===== config.mk =====
export PLATFORM = sky130hd
export DESIGN_NAME = mips_bus_arbiter
export DESIGN_NICKNAME = d
export VERILOG_FILES = /design/src/rtl/mips_bus_arbiter.sv
export SDC_FILE = /design/constraint.sdc
export NUM_CORES = 1
export LEC_CHECK = 0
export ABC_AREA = 0
export CORE_AREA = 3 3 107 109
export CTS_CLUSTER_DIAMETER = 60
export DETAILED_ROUTE_END_ITERATION = 8
export DIE_AREA = 0 0 110 112
export PLACE_DENSITY_LB_ADDON = 0.12
export SYNTH_ARGS = -nofsm -noshare
export SYNTH_HDL_FRONTEND = slang
export SYNTH_SLANG_ARGS = --single-unit

===== constraint.sdc =====
create_clock -name clk -period 2.1 [get_ports clk]
set_clock_uncertainty 0.2 [all_clocks]
set_input_delay 0.42 -clock clk [delete_from_list [all_inputs] [get_ports clk]]
set_output_delay 0.42 -clock clk [all_outputs]
set_load 0.03 [all_outputs]

===== src/rtl/mips_bus_arbiter.sv =====
// mips_bus_arbiter: shares one Avalon master port between
// the instruction-fetch (I) and load/store (D) requesters.
module mips_bus_arbiter #(
  parameter bit          ROUND_ROBIN    = 1'b0,
  parameter int unsigned TIMEOUT_CYCLES = 0
) (
  input  logic        clk,
  input  logic        reset_n,
  input  logic        if_read,
  input  logic [31:0] if_address,
  output logic        if_waitrequest,
  output logic [31:0] if_readdata,
  input  logic        d_read,
  input  logic        d_write,
  input  logic [31:0] d_address,
  input  logic [31:0] d_writedata,
  input  logic [3:0]  d_byteenable,
  output logic        d_waitrequest,
  output logic [31:0] d_readdata,
  output logic [31:0] address,
  output logic        read,
  output logic        write,
  output logic [31:0] writedata,
  output logic [3:0]  byteenable,
  input  logic        waitrequest,
  input  logic [31:0] readdata,
  output logic        busy,
  output logic        bus_timeout
);

  typedef enum logic [1:0] {
    IDLE  = 2'd0,
    BUS_I = 2'd1,
    BUS_D = 2'd2
  } state_t;

  state_t      state;
  logic        last_d;
  logic [31:0] stall_cnt;
  logic [31:0] stall_inc;
  logic        d_req;
  logic        d_wins;
  logic        in_bus;

  assign d_req  = d_read | d_write;
  assign d_wins = !ROUND_ROBIN || !last_d;
  assign in_bus = (state == BUS_I) || (state == BUS_D);

  assign stall_inc = (stall_cnt == 32'hFFFF_FFFF)
                   ? stall_cnt : stall_cnt + 32'd1;

  // Arbitration, transfer completion and stall counting
  always_ff @(posedge clk or negedge reset_n) begin
    if (!reset_n) begin
      state     <= IDLE;
      last_d    <= 1'b0;
      stall_cnt <= '0;
    end else begin
      unique case (state)
        IDLE: begin
          unique case (1'b1)
            (d_req && (!if_read || d_wins)): begin
              state  <= BUS_D;
              last_d <= 1'b1;
            end
            (if_read && !(d_req && d_wins)): begin
              state  <= BUS_I;
              last_d <= 1'b0;
            end
            default: ;
          endcase
        end
        BUS_I, BUS_D: begin
          if (waitrequest) begin
            stall_cnt <= stall_inc;
          end else begin
            state     <= IDLE;
            stall_cnt <= '0;
          end
        end
        default: state <= IDLE;
      endcase
    end
  end

  // Sticky flag: a transfer has stalled for too long
  always_ff @(posedge clk or negedge reset_n) begin
    if (!reset_n) begin
      bus_timeout <= 1'b0;
    end else if (TIMEOUT_CYCLES != 0 && in_bus && waitrequest
                 && stall_inc >= TIMEOUT_CYCLES) begin
      bus_timeout <= 1'b1;
    end
  end

  // Master port follows the granted requester; quiet when idle
  always_comb begin
    address    = '0;
    read       = 1'b0;
    write      = 1'b0;
    writedata  = '0;
    byteenable = '0;
    unique case (state)
      BUS_I: begin
        address    = if_address;
        read       = 1'b1;
        byteenable = 4'hF;
      end
      BUS_D: begin
        address    = d_address;
        write      = d_write;
        read       = d_read & ~d_write;
        writedata  = d_writedata;
        byteenable = d_byteenable;
      end
      default: ;
    endcase
  end

  // Per-port handshake and read data steering
  always_comb begin
    if_waitrequest = !((state == BUS_I) && !waitrequest);
    d_waitrequest  = !((state == BUS_D) && !waitrequest);
    if_readdata    = (state == BUS_I) ? readdata : '0;
    d_readdata     = (state == BUS_D) ? readdata : '0;
    busy           = (state != IDLE);
  end

endmodule


==> flow_metrics.py, run 1 <==
metrics = {
    "global_routing": {
        "globalRouteTotalUtil": 0.152,
        "antenna_found_initial": 0,
        "grt_max_degree": 61,
        "grt_pass1_vias": 2704,
        "grt_pass1_wl_microns": 14600,
        "grt-ovfl-total": 0,
    },
    "clocking": {
        "clk_pin_slew_ns": 0.03,
        "cts-htree-levels": 1,
        "numClockSinks": 2,
        "ctsHoldBuffers": 0,
        "tritoncts": "done",
        "cts-root-buf": "clkbuf_8",
        "clockBufferDepth": 2,
        "cts_buffers": 3,
        "clkLatencyLatePin_ns": 0.21,
    },
    "synth": {
        "synthSimpleGateAreaFrac": 0.629,
        "muxShareOfSynthArea": 0,
        "synth-edff-count": 0,
        "synth_cell_types": 23,
        "synth_xor_area_frac": 0,
        "yosysWarnings": 1,
        "synth-seq-cells": 2,
        "synth_top_family_by_area": "simple AND/OR/NAND/NOR gates",
        "synth_ff_type": "dfrtp_1",
        "synth_compound_area_frac": 0.215,
        "synthArstFlopShare": 1.00,
        "syn_area_sq_mm": 0.00140,
        "ys_seq_area_frac": 0.0357,
        "avgSynthCellArea_sq_um": 6.55,
        "synth_fa_ha_area_frac": 0.0357,
        "syn_inst": 214,
        "syn-num-nets": 356,
    },
    "placement": {
        "placed_area_sq_mm": 0.00410,
        "placedCellCount": 618,
        "gp_routability_congestion": 0.843,
        "hpwlAfterDp_microns": 8110,
        "port_buffers": 274,
    },
    "cells_and_area": {
        "antennaDiodeCount": 0,
        "drive_gt1_frac": 0.452,
        "design_area_sq_mm": 0.00496,
        "fin_nets": 635,
        "instances_no_fill": 631,
        "regMostFlops": "state",
        "largestRegisters": "state x2",
        "largest_register_ffs": 2,
        "area_growth_pct": 254,
    },
    "flow_run": {
        "cap_viol_max_count": 0,
    },
    "floorplanning": {
        "die_w_microns": 110,
        "start_util": 0.131,
        "io_pins": 276,
        "dieArea_sq_mm": 0.0123,
        "design.core.area_sq_mm": 0.0107,
        "die_y_microns": 112,
        "std_cell_rows": 38,
    },
    "setup_path": {
        "path_max_fanout": 9,
        "worstPathRequired_ns": 1.48,
        "cp.arrival_ns": 1.54,
        "cp-start-kind": "flop",
        "cp-end-kind": "primary output",
        "crit_type": "flop to primary output",
    },
    "drt": {
        "viasPerCell": 4.18,
        "drcViolationCount": 0,
        "ant_nets": 0,
        "routed_wl_microns": 10800,
        "wire_per_inst_microns": 17.1,
        "drt-initial-drc-count": 55,
        "dr.pass1.iters": 4,
        "vias": 2636,
    },
    "pwr": {
        "ir_drop_mv": 0.812,
        "p_per_area_mw_per_mm2": 1420,
        "finalPower_mw": 7.04,
        "total_leakage_power_nw": 2.11,
    },
    "sta": {
        "finalHoldViolCount": 0,
        "final_max_slew_viol_count": 0,
        "timing.hold.ws_ns": 0.176,
        "setup_viol": 60,
        "finalCriticalPeriod_ns": 2.16,
        "setup_slack_ns": -0.0626,
        "rsz0062_at_grt": "true",
        "finalSetupTns_ns": -1.63,
        "fin_crit_sh": 1.03,
        "clock.fmax_ghz": 0.462,
    },
    "hold_path": {
        "hp-class": "primary input to async pin",
    },
    "run_status": {
        "violations": "setup timing",
        "status": "finished with violations",
    },
}
cell type report:
cell class / instances / area, sq um
Clock buffer: 3 / 41.3
Fill cell: 1044 / 5730
Inverter: 3 / 13.8
Multi-Input combinational cell: 186 / 1480
Sequential cell: 2 / 50.0
Tap cell: 140 / 175
Timing Repair Buffer: 297 / 3210
layer usage:
layer,part of all wire,vias to the layer above,global-route usage,routed length (microns)
met3,0.073,18,0.0330,783
li1,-,1257,-,-
met4,0.024,0,0.0441,255
met2,0.55,121,0.299,5990
met1,0.35,1240,0.156,3770
met5,0,-,0,0
kinds of logic (layout without fill, tap and decap cells):
family	after synthesis	after routing
AOI/OAI and AO/OA	41	41
adders and majority gates	4	4
buffers and inverters	26	303
DFF	2	2
other	1	1
and+or+nand+nor	140	140
per-stage QoR:
step           setup slack, ns   util
3_5_place_dp           -0.0113  0.384
4_1_cts                -0.0779  0.417
3_3_place_gp            0.0486  0.384
5_1_grt                 -0.131  0.464
6_report               -0.0626  0.464
2_1_floorplan          0.00197      -
report_power, final:
part / switching (mW) / internal [mW] / total (mW)
clock network: 0.0302 / 0.121 / 0.151
registers: 0.0216 / 0.0578 / 0.0794
logic: 3.56 / 3.25 / 6.81
total: 3.61 / 3.43 / 7.04
placed cells by master, fill, tap and decap left out, types with 2 or more instances in the layout:
master / count
clkdlybuf4s50_1: 137
and2_1: 72
and2_4: 24
nor2b_1: 34
a22oi_2: 25
buf_12: 12
clkbuf_8: 3
nand2b_1: 2
a21oi_1: 4
nor2b_2: 2
buf_16: 2
a22oi_1: 8
buf_4: 48
dfrtp_1: 2
ha_4: 4
clkbuf_16: 4
buf_6: 91
cells in the mapped netlist (2+ instances only):
cell / count / area share
and2_1: 96 / 0.43
a21oi_1: 4 / 0.014
ha_1: 4 / 0.036
buf_2: 7 / 0.025
buf_4: 2 / 0.011
nor2b_1: 36 / 0.16
inv_1: 3 / 0.0080
clkbuf_1: 13 / 0.035
a22oi_1: 33 / 0.18
dfrtp_1: 2 / 0.036
nand2b_1: 2 / 0.0089
final timing paths:
| kind | depth (start not counted) | slack (ns) | to | from |
|---|---|---|---|---|
| worst max-delay path | 6 | -0.06 | address[15] | state[1] |
| worst min-delay path | 1 | 0.18 | state[0] | reset_n |
| worst max register to register | 5 | 0.53 | state[0] | state[0] |
| worst min register to register | 2 | 0.47 | state[0] | state[0] |
| max in group asynchronous | 1 | 1.40 | state[1] | reset_n |
| min in group clk | 2 | 0.47 | state[0] | state[0] |
critical path, stage by stage (launching register included):
cell and delay [ns]:
dfrtp_1 0.40, buf_6 0.14, ha_4 0.21, buf_16 0.16
a22oi_2 0.18, nor2b_1 0.07, buf_4 0.17
repair_timing:
action                     4_1_cts  5_1_grt
gates resized for setup         50      109
gates cloned                     3        4
setup buffers                    3        0
setup endpoints to repair      108      129
pin swaps                        2        3
(Power assumes the default switching activity.)
==> run 2, diff against run 1 <==
==> constraint.sdc (replaced) <==
create_clock -name clk -period 2.1 [get_ports clk]
set_clock_uncertainty 0.2 [all_clocks]
set_input_delay 0.315 -clock clk [delete_from_list [all_inputs] [get_ports clk]]
set_output_delay 0.315 -clock clk [all_outputs]
set_load 0.03 [all_outputs]
==> flow_metrics.py, run 2 (synthesized netlist as in run 1, its figures left out) <==
metrics = {
    "drt": {
        "routed_wl_microns": 10100,
        "drt-initial-drc-count": 75,
        "vias": 2485,
        "dr.pass1.iters": 6,
        "drcViolationCount": 0,
        "ant_nets": 0,
        "viasPerCell": 4.01,
        "wire_per_inst_microns": 16.3,
    },
    "flow_run": {
        "cap_viol_max_count": 0,
    },
    "sta": {
        "final_max_slew_viol_count": 0,
        "rsz0062_at_grt": "true",
        "setup_viol": 0,
        "finalCriticalPeriod_ns": 2.06,
        "setup_slack_ns": 0.0377,
        "fin_crit_sh": 0.982,
        "finalHoldViolCount": 0,
        "clock.fmax_ghz": 0.485,
    },
    "floorplanning": {
        "dieArea_sq_mm": 0.0123,
        "design.core.area_sq_mm": 0.0107,
        "die_w_microns": 110,
        "die_y_microns": 112,
        "io_pins": 276,
        "std_cell_rows": 38,
        "start_util": 0.131,
    },
    "placement": {
        "gp_routability_congestion": 0.852,
        "port_buffers": 274,
        "dpl_worst_slack_ns": 0.150,
        "hpwlAfterDp_microns": 8020,
    },
    "pwr": {
        "ir_drop_mv": 0.735,
        "p_per_area_mw_per_mm2": 1410,
        "total_leakage_power_nw": 1.89,
    },
    "clocking": {
        "cts-root-buf": "clkbuf_8",
        "numClockSinks": 2,
        "cts_buffers": 3,
        "clockBufferDepth": 2,
        "clk_pin_slew_ns": 0.03,
        "clkLatencyLatePin_ns": 0.21,
        "tritoncts": "done",
        "cts-htree-levels": 1,
    },
    "global_routing": {
        "antenna_found_initial": 0,
        "grt-ovfl-total": 0,
        "globalRouteTotalUtil": 0.143,
        "grt_pass1_vias": 2523,
        "grt_max_degree": 61,
        "grt_pass1_wl_microns": 14000,
    },
    "cells_and_area": {
        "final_cell_mix": "137 x clkdlybuf4s50_1, 130 x buf_4, 96 x and2_1",
        "final_common_cell": "clkdlybuf4s50_1",
        "drive_gt1_frac": 0.336,
        "fin_nets": 623,
        "regMostFlops": "state",
        "utilization": 0.397,
        "antennaDiodeCount": 0,
        "nFillCells": 1100,
        "area_growth_pct": 203,
        "largest_register_ffs": 2,
        "largestRegisters": "state x2",
    },
    "setup_path": {
        "worst-path-buf-inv": 2,
        "path_max_fanout": 15,
        "cp_slowest_cell": "dfrtp_1",
        "worstPathRequired_ns": 1.58,
        "cp.arrival_ns": 1.55,
        "cp-start-kind": "flop",
        "cp_top_family": "flip-flops",
        "cpPeakStageDelay_ns": 0.42,
        "crit_type": "flop to primary output",
        "cp-end-kind": "primary output",
        "crit_chain": "ha_2, buf_12, and3b_2, o21a_1, buf_4",
    },
    "hold_path": {
        "hp-class": "primary input to async pin",
    },
    "run_status": {
        "status": "complete, no violations",
    },
}
run 2: cell types whose count changed in the layout (fill, tap and decap cells not counted), moves of 24 or more:
| cell | previous run | this run |
|---|---|---|
| a22oi_1 | 8 | 33 |
| a22oi_2 | 25 | 0 |
| and2_1 | 72 | 96 |
| and2_4 | 24 | 0 |
| buf_4 | 48 | 130 |
| buf_6 | 91 | 2 |
run 2: worst register-to-register path: cells and delay by family (launching register included):
kind                       cells  cell delay [ns]
DFF                            1             0.42
AOI/OAI and AO/OA              2             0.36
adders and majority gates      1             0.23
buffers and inverters          2             0.30
run 2: repair_timing:
item,CTS,global route
endpoints found under the hold margin,0,0
setup buffers,0,1
gates resized for setup,3,10
cloned,1,2
hold buffers,0,0
setup endpoints to repair,21,108
run 2: stage by stage:
stage / cell area (sq um) / power (mW) / hold WS [ns] / setup TNS (ns) / instances
2_1_floorplan: 1400 / 3.27 / -0.181 / 0 / 214
3_3_place_gp: 4070 / 5.51 / 0.291 / 0 / 612
3_5_place_dp: 4070 / 5.52 / 0.291 / 0 / 612
4_1_cts: 4150 / 5.75 / 0.0714 / -1.26 / 616
5_1_grt: 4250 / 6.37 / 0.0805 / -0.947 / 619
6_report: 4250 / 5.99 / 0.0723 / 0 / 619
run 2: worst paths after layout:
kind | slack (ns) | from | cells after the start | endpoint
min | 0.07 | reset_n | 1 | state[1]
min reg2reg | 0.43 | state[1] | 2 | state[1]
max in group asynchronous | 1.51 | reset_n | 1 | state[0]
min in group clk | 0.43 | state[1] | 2 | state[1]
max reg2reg | 0.50 | state[1] | 5 | state[0]
max | 0.04 | state[1] | 5 | read
run 2: layout make-up:
cell class	count	area [sq um]	area share
repair buffers	285	2700	0.635
flip-flops and latches	2	50.0	0.0118
well taps	140	175	0.0413
inverters	3	11.3	0.00265
multi-input cells	186	1270	0.299
clock buffers	3	41.3	0.00973
run 2: where the power goes:
part	internal, mW	leakage (nW)	switching (mW)	total (mW)
logic	2.50	1.85	3.26	5.76
clock network	0.121	0.0216	0.0267	0.148
registers	0.0579	0.0254	0.0206	0.0785
total	2.68	1.89	3.30	5.99
run 2: per-layer routing:
metal	up-vias	share of wire	GRT usage	wire length [microns]
met5	-	0	0	0
met4	0	0.010	0.0208	104
met3	6	0.078	0.0255	789
met2	111	0.56	0.290	5680
met1	1137	0.35	0.151	3490
li1	1231	-	-	-
